<file path="config.mk">
export PLATFORM = sky130hd
export DESIGN_NAME = subword_store_rmw
export DESIGN_NICKNAME = d
export VERILOG_FILES = /design/src/rtl/subword_store_rmw.sv
export SDC_FILE = /design/constraint.sdc
export NUM_CORES = 1
export LEC_CHECK = 0
export BUFFER_PORTS_ARGS = -buffer_cell sky130_fd_sc_hd__buf_2
export CAP_MARGIN = 20
export CORE_ASPECT_RATIO = 0.75
export CORE_MARGIN = 2
export CORE_UTILIZATION = 45
export CTS_CLUSTER_DIAMETER = 60
export DETAILED_ROUTE_END_ITERATION = 8
export PLACE_DENSITY = 0.76
export SETUP_SLACK_MARGIN = 0.2
export SLEW_MARGIN = 20
export SYNTH_ARGS = -nofsm -noshare
export SYNTH_HDL_FRONTEND = slang
export SYNTH_SLANG_ARGS = --single-unit
export TNS_END_PERCENT = 50
</file>
<file path="constraint.sdc">
create_clock -name clk -period 1.78 [get_ports clk]
set_input_delay 0.089 -clock clk [delete_from_list [all_inputs] [get_ports clk]]
set_output_delay 0.089 -clock clk [all_outputs]
set_load 0.005 [all_outputs]
</file>
<file path="src/rtl/subword_store_rmw.sv">
// subword_store_rmw: turns SB/SH stores into a read-modify-write sequence on a
// word-only data memory. SW stores and loads pass through without stalling.
module subword_store_rmw #(
    parameter int ADDR_W       = 32,
    parameter int READ_LATENCY = 1
) (
    input  logic              clk,
    input  logic              rst_n,
    input  logic              ex_mem_memwrite,
    input  logic              ex_mem_memread,
    input  logic [2:0]        ex_mem_funct3,
    input  logic [ADDR_W-1:0] ex_mem_addr,
    input  logic [31:0]       ex_mem_wdata,
    input  logic [31:0]       mem_rdata,
    output logic [ADDR_W-1:0] mem_addr,
    output logic [31:0]       mem_wdata,
    output logic              mem_we,
    output logic              mem_re,
    output logic              mem_write_bh,
    output logic              misalign_err
);

    typedef enum logic [1:0] {
        ST_IDLE,
        ST_WAIT,
        ST_WRITE
    } state_t;

    // Counter preload: WAIT lasts READ_LATENCY cycles, the last one has cnt==0.
    localparam logic [1:0] CNT_INIT = 2'(READ_LATENCY - 1);

    state_t            state;
    state_t            state_next;
    logic [ADDR_W-1:0] lat_addr;
    logic [1:0]        lat_lane;
    logic              lat_half;
    logic [15:0]       lat_wdata;
    logic [31:0]       merged;
    logic [1:0]        cnt;

    logic              start;
    logic              is_sb;
    logic              is_sh;
    logic [ADDR_W-1:0] aligned;
    logic [31:0]       merge_word;

    assign is_sb   = (ex_mem_funct3 == 3'b000);
    assign is_sh   = (ex_mem_funct3 == 3'b001);
    assign aligned = {ex_mem_addr[ADDR_W-1:2], 2'b00};

    // Overlay the latched byte/half onto the word coming back from memory.
    always_comb begin
        merge_word = mem_rdata;
        if (lat_half) begin
            if (lat_lane[1]) begin
                merge_word[31:16] = lat_wdata;
            end else begin
                merge_word[15:0] = lat_wdata;
            end
        end else begin
            case (lat_lane)
                2'd0:    merge_word[7:0]   = lat_wdata[7:0];
                2'd1:    merge_word[15:8]  = lat_wdata[7:0];
                2'd2:    merge_word[23:16] = lat_wdata[7:0];
                default: merge_word[31:24] = lat_wdata[7:0];
            endcase
        end
    end

    // Next state and memory-port outputs; everything is held at 0 while in reset.
    always_comb begin
        state_next   = state;
        start        = 1'b0;
        mem_addr     = '0;
        mem_wdata    = '0;
        mem_we       = 1'b0;
        mem_re       = 1'b0;
        mem_write_bh = 1'b0;
        misalign_err = 1'b0;
        if (rst_n) begin
            case (state)
                ST_IDLE: begin
                    if (ex_mem_memwrite) begin
                        if (is_sb || (is_sh && !ex_mem_addr[0])) begin
                            start        = 1'b1;
                            mem_re       = 1'b1;
                            mem_addr     = aligned;
                            mem_write_bh = 1'b1;
                            state_next   = ST_WAIT;
                        end else if (is_sh) begin
                            misalign_err = 1'b1;
                        end else begin
                            mem_we    = 1'b1;
                            mem_addr  = aligned;
                            mem_wdata = ex_mem_wdata;
                        end
                    end else if (ex_mem_memread) begin
                        mem_re   = 1'b1;
                        mem_addr = aligned;
                    end
                end
                ST_WAIT: begin
                    mem_write_bh = 1'b1;
                    mem_addr     = lat_addr;
                    if (cnt == 2'd0) begin
                        state_next = ST_WRITE;
                    end
                end
                ST_WRITE: begin
                    mem_we     = 1'b1;
                    mem_wdata  = merged;
                    mem_addr   = lat_addr;
                    state_next = ST_IDLE;
                end
                default: state_next = ST_IDLE;
            endcase
        end
    end

    // State register plus the store context captured at detect and the merged word.
    always_ff @(posedge clk or negedge rst_n) begin
        if (!rst_n) begin
            state     <= ST_IDLE;
            lat_addr  <= '0;
            lat_lane  <= 2'd0;
            lat_half  <= 1'b0;
            lat_wdata <= 16'd0;
            merged    <= 32'd0;
            cnt       <= 2'd0;
        end else begin
            state <= state_next;
            case (state)
                ST_IDLE: begin
                    if (start) begin
                        lat_addr  <= aligned;
                        lat_lane  <= ex_mem_addr[1:0];
                        lat_half  <= is_sh;
                        lat_wdata <= ex_mem_wdata[15:0];
                        cnt       <= CNT_INIT;
                    end
                end
                ST_WAIT: begin
                    if (cnt != 2'd0) begin
                        cnt <= cnt - 2'd1;
                    end else begin
                        merged <= merge_word;
                    end
                end
                default: ;
            endcase
        end
    end

endmodule

</file>
* Word-level counts from Yosys, hierarchy flattened
Index checks and enable logic that the tools add are counted.
** Storage, ports and cells
- Memory bits (writable) :: 0
- Memories :: 0
- Input port bits :: 103
- Logic and storage cells :: 79
- Bits in latches :: 0
- Memory bits (read-only) :: 0
- Bits in registers :: 85
- Output and inout port bits :: 68
** Operators by class
- Add/sub/neg operators :: 1
- Multiply operators :: 0
- Multiplexer cells :: 45
- Order comparisons :: 0
- Div/mod/pow operators :: 0
- Shifts and indexed selects :: 0
- Reduce and logical (&&, ||, !) cells :: 15
- Bitwise operators :: 1
- Equality and inequality tests :: 10
** Operator list (count)
- 32-bit 2-to-1 mux :: 10
- 32-bit one-hot mux with 2 select lines :: 2
- 16-bit 2-to-1 mux :: 2
- 8-bit 2-to-1 mux :: 4
- 1-bit 2-to-1 mux :: 18
- 2-bit 2-to-1 mux :: 5
- 2-bit inequality test, second input constant :: 5
- 2-bit one-hot mux with 2 select lines :: 2
- 2-bit logical NOT :: 3
- 2-bit by 1-bit equality test with 1-bit output, second input constant :: 2
- 2-bit equality test, second input constant :: 2
- 1-bit one-hot mux with 2 select lines :: 2
- 2-bit AND reduction :: 2
- 4-bit AND reduction :: 1
- 2-bit nonzero test :: 2
- 3-bit by 1-bit equality test with 1-bit output, second input constant :: 1
- 3-bit logical NOT :: 1
- 3-bit AND reduction :: 1
- 3-bit OR reduction :: 1
- 2-bit OR reduction :: 1
- 2-bit by 1-bit subtractor with 2-bit output, second input constant :: 1
- 1-bit logical AND :: 1
- 1-bit logical NOT :: 1
- 1-bit logical OR :: 1
- 1-bit inverter :: 1

* Longest topological paths before layout
- Word-level depth :: 9
- Mapped depth :: 7

* Worst setup path after synthesis
Ideal clock, no wire load.
- Path type :: register to register
- From :: register state[0]
- To :: register lat_addr[10]
- Arrival :: 1.741 ns
- Library setup time :: 0.125 ns
- Period minus slack after synthesis :: 1.866 ns
- Slack :: -0.086 ns
- Cell stages (with the launch flop) :: 8
- Cells stage by stage :: dfrtp_1 > inv_1 > ha_1 > nand2_1 > or3_1 > buf_2 > buf_6 > mux2_4
** On the way
- Longest elaborated chain between the ends :: 4
** RTL lines
- from (decl) :: RTL line 32 : state_t state;
- from (signal assigned) :: RTL line 131 : state <= state_next;
- 2-bit logical NOT (*) :: RTL line 81, 132
- 1-bit 2-to-1 mux :: RTL line 81 : case (state)
- 1-bit 2-to-1 mux :: RTL line 80 : if (rst_n) begin
- 2-bit AND reduction (no source line) (*)
- to (signal assigned) :: RTL line 135 : lat_addr <= aligned;
- to (decl) :: RTL line 34 : logic [ADDR_W-1:0] lat_addr;
Mark *: on every way between the ends. The rest lies on a longest branch, timed or not.
A chain may end at the register's enable or synchronous reset.

* Worst setup path after layout
- From :: register state[1]
- To :: output port mem_write_bh
** On the way
- Longest elaborated chain between the ends :: 3
- Elaborated cells between the ends (all ways) :: 4
- Those cells by class :: eq/ne (1); mux (2); reduce/logical (1)
** RTL lines
- 2-bit by 1-bit equality test with 1-bit output / 2-bit logical NOT (equally long branches) :: RTL line 81
- 1-bit one-hot mux with 2 select lines (*) :: RTL line 81
- 1-bit 2-to-1 mux (*) :: RTL line 80
- to (decl) :: RTL line 19 : output logic mem_write_bh,
Marked as above.

==> summary.txt <==
Critical path
  – Data required time of the critical path: 1.69 ns
  – Library cell contributing the largest single delay on the critical path: sky130_fd_sc_hd__or3_4
  – Crit path capture type: primary output
  – Critical setup path kind: register to primary output
  – Most common cell on crit path: sky130_fd_sc_hd__nand2_4
  – Buffers plus inverters on the worst setup path: 4
  – Cells along the critical path: inv_2 > ha_4 > buf_4 > nand2_4 > or3_4 > buf_12 > nand2_4 > buf_6
  – Largest delay share family, worst path: simple AND/OR/NAND/NOR gates
  – Type of origin of the critical path: register
  – Largest fanout on the critical path: 5
  – Crit path arrival time: 1.92 ns
  – Delay of the slowest cell on the worst path: 0.46 ns

Drt
  – Highest signal layer in the routed design: met4
  – Vias after detailed routing: 5144
  – Wire length the detailed router placed on met1: 7570 um
  – Routed len/inst: 20.2 um
  – First DRT Iteration DRCs: 432
  – Routed WL: 17500 um
  – DRC viols: 0
  – Met2 routed WL: 8220 um
  – TritonRoute pass-1 iters: 5
  – Number of vias per cell: 5.93
  – Sum of met3 wire segment lengths after detailed routing: 1230 um
  – Residual antenna-violating net count after detailed routing: 0

Floorplan
  – Initial core utilization: 46.1%
  – Full die area: 12100 um2
  – Die height: 95.7 um
  – Horiz. Die Dim: 126 um
  – Floorplan row count: 33
  – Number of I/O pins: 171
  – Core ar.: 10900 um2

Synthesis
  – Fraction of post-synthesis cell area in the top cell type by area: 42.2%
  – Most frequently used flop master after synthesis: sky130_fd_sc_hd__dfrtp_1
  – Flip-flop and latch count after synthesis: 85
  – Top area cells in the synthesized netlist: sky130_fd_sc_hd__dfrtp_1, sky130_fd_sc_hd__mux2_4, sky130_fd_sc_hd__o21ai_0, sky130_fd_sc_hd__a22oi_1, sky130_fd_sc_hd__a21oi_1
  – Synth unique cells: 37
  – Top cells by instance count after synthesis: sky130_fd_sc_hd__dfrtp_1, sky130_fd_sc_hd__nand2_1, sky130_fd_sc_hd__mux2_4, sky130_fd_sc_hd__nor2_1, sky130_fd_sc_hd__o21ai_0
  – Most frequent cell after synthesis: sky130_fd_sc_hd__dfrtp_1
  – Number of enable flip-flop cells after synthesis: 0
  – Part of the Yosys area used for sequential elements: 42.2%
  – Area of the mapped netlist: 5040 um2
  – Warnings from Yosys: 0
  – Syn avg cell area: 9.42 um2
  – Cell type with the highest aggregate area in the netlist: sky130_fd_sc_hd__dfrtp_1
  – Post-synthesis cell count: 535
  – Async set or reset register ratio after synthesis: 100%

Job
  – Max Cap Violations: 0

Timing
  – Setup TNS after final layout: -18.67 ns
  – Worst slew pin tran: 0.572 ns
  – Setup slack of the critical path after layout: -0.229 ns
  – Final number of max-transition violations: 0
  – Rel. slew slack: 61.8%
  – Total of endpoints with negative setup slack in the final report: 114
  – Final hold violation count: 0
  – Max Freq: 498 MHz
  – Time the final worst path needs with I/O delays and setup: 2.01 ns
  – Setup repair after global routing missed its margin: true
  – Post-Route Skew: 0.00398 ns
  – Final period util: 113%

Finish
  – Layout Utilization: 66.5%
  – Number of diodes: 0
  – P&R area growth vs syn: 44.3%
  – Sequential cell area in the final layout: 2130 um2
  – Area of all placed cells without fillers: 7280 um2
  – Number of filler cells placed in the layout: 823
  – Multi-input combinational cell area: 2890 um2
  – Number of nets at the end of the flow: 831
  – Share of cells above drive strength 1: 46.5%

Placement
  – IO buf count: 168
  – Worst setup slack after placement: 0.0420 ns
  – Routability cong.: 0.836
  – Post-placement cell area: 6100 um2
  – HPWL Detailed: 10500 um

Clock tree
  – Clock latency on the worst-skew pair: 0.33 ns
  – TritonCTS sink count: 85
  – Number of buffers on the longest clock path: 2
  – Htree depth: 3
  – Clock-pin slew reported for the worst setup and hold paths after clock tree synthesis: 0.06 ns
  – Number of buffers created by CTS: 9
  – Clock tree root buffer cell: sky130_fd_sc_hd__clkbuf_16
  – Clock tree from TritonCTS: yes

Outcome
  – Failing checks: negative setup slack
  – Status: finished, violations left

Power and ir drop
  – Ratio of total power to cell area: 1650 nW/um2
  – Power after layout: 12.0 mW
  – Peak supply drop: 771 uV
  – Leakage power figure: 3.43 nW

GRT
  – First-pass GRT wire length: 26000 um
  – Largest net degree at the start of global routing: 35
  – Total congestion overflow: 0
  – Global Route Usage Sum: 27.6%
  – Number of antenna violations at the first check in global routing: 0
  – Number of global-route vias before repair: 5012

Min path
  – Path category of the worst min-delay check: primary input to register
[sequential cells by signal, indices dropped and copies added (netlist names)]
signal / count
lat_lane: 2
merged: 32
lat_half: 1
lat_wdata: 16
state: 2
cnt: 2
lat_addr: 30
[cells in the final DEF (no fill, tap or decap), types with 3 or more instances in the layout]
master,n
sky130_fd_sc_hd__buf_2,166
sky130_fd_sc_hd__dfrtp_1,84
sky130_fd_sc_hd__nand2_1,49
sky130_fd_sc_hd__nor2_1,49
sky130_fd_sc_hd__mux2_4,49
sky130_fd_sc_hd__o21ai_0,47
sky130_fd_sc_hd__a21oi_1,44
sky130_fd_sc_hd__a22oi_2,32
sky130_fd_sc_hd__o211ai_1,30
sky130_fd_sc_hd__buf_4,20
sky130_fd_sc_hd__a31oi_1,18
sky130_fd_sc_hd__nand3_1,17
sky130_fd_sc_hd__clkbuf_16,14
sky130_fd_sc_hd__dlygate4sd3_1,13
sky130_fd_sc_hd__nand2b_1,12
sky130_fd_sc_hd__buf_12,12
sky130_fd_sc_hd__or3b_2,8
sky130_fd_sc_hd__buf_16,6
sky130_fd_sc_hd__inv_1,4
sky130_fd_sc_hd__ha_1,4
sky130_fd_sc_hd__buf_6,4
sky130_fd_sc_hd__a21oi_2,3
[per-layer routing]
layer / up-vias / track usage, %
met1: 2520 / 37.7
met5: - / 0
met4: 0 / 8.70
met2: 266 / 45.3
met3: 48 / 4.77
li1: 2310 / -
[through the flow]
stage               std cells  hold slack (ns)
global route              867          0.00151
detailed placement        815            0.171
global placement          815            0.162
finish                    867          0.00324
CTS                       859        0.0000331
floorplan                 536           -0.207
[power by group]
| group | switching (mW) | internal, mW |
|---|---|---|
| combinational | 3.09 | 3.18 |
| sequential | 0.796 | 2.90 |
| clock | 0.773 | 1.27 |
| total | 4.66 | 7.35 |
[worst reg2reg max path, cell delays in order (launching register included)]
cell and delay [ns]:
sky130_fd_sc_hd__dfrtp_1 0.40, sky130_fd_sc_hd__inv_2 0.10, sky130_fd_sc_hd__ha_4 0.15, sky130_fd_sc_hd__buf_4 0.12, sky130_fd_sc_hd__nand2_4 0.05, sky130_fd_sc_hd__or3_4 0.46, sky130_fd_sc_hd__buf_12 0.17, sky130_fd_sc_hd__buf_12 0.14
sky130_fd_sc_hd__mux2_4 0.31
[logic make-up after synthesis]
kind of cell,share of synthesized area (%)
AOI/OAI and AO/OA,22.8
and+or+nand+nor,13.3
DFF,42.2
buffers and inverters,5.33
muxes,14.8
adders and majority gates,1.49
other,0.0744
[final timing paths]
| check | start | end | slack [ns] | depth (start not counted) |
|---|---|---|---|---|
| min in group asynchronous | rst_n | lat_lane[1] | 0.39 | 3 |
| hold reg to reg | merged[10] | merged[10] | 0.51 | 2 |
| setup reg to reg | state[1] | lat_half | -0.22 | 8 |
| hold / removal | ex_mem_addr[12] | lat_addr[12] | 0.003 | 2 |
| max in group asynchronous | rst_n | lat_half | 1.03 | 3 |
| setup / recovery | state[1] | mem_write_bh | -0.23 | 8 |
[layout make-up]
| cell class | count | area share [%] |
|---|---|---|
| Inverter | 6 | 0.309 |
| Timing Repair Buffer | 228 | 23.8 |
| Clock buffer | 11 | 3.34 |
| Tap cell | 140 | 2.41 |
| Multi-Input combinational cell | 392 | 39.7 |
| Clock inverter | 5 | 1.15 |
| Sequential cell | 85 | 29.2 |
[what timing repair did]
item	4_1_cts	5_1_grt
pin swaps	5	69
endpoints found under the hold margin	97	0
gates cloned	7	5
hold buffers	13	0
resized for setup	17	45
endpoints found under the setup margin	145	139
buffers inserted	8	3
(Power assumes the default switching activity.)
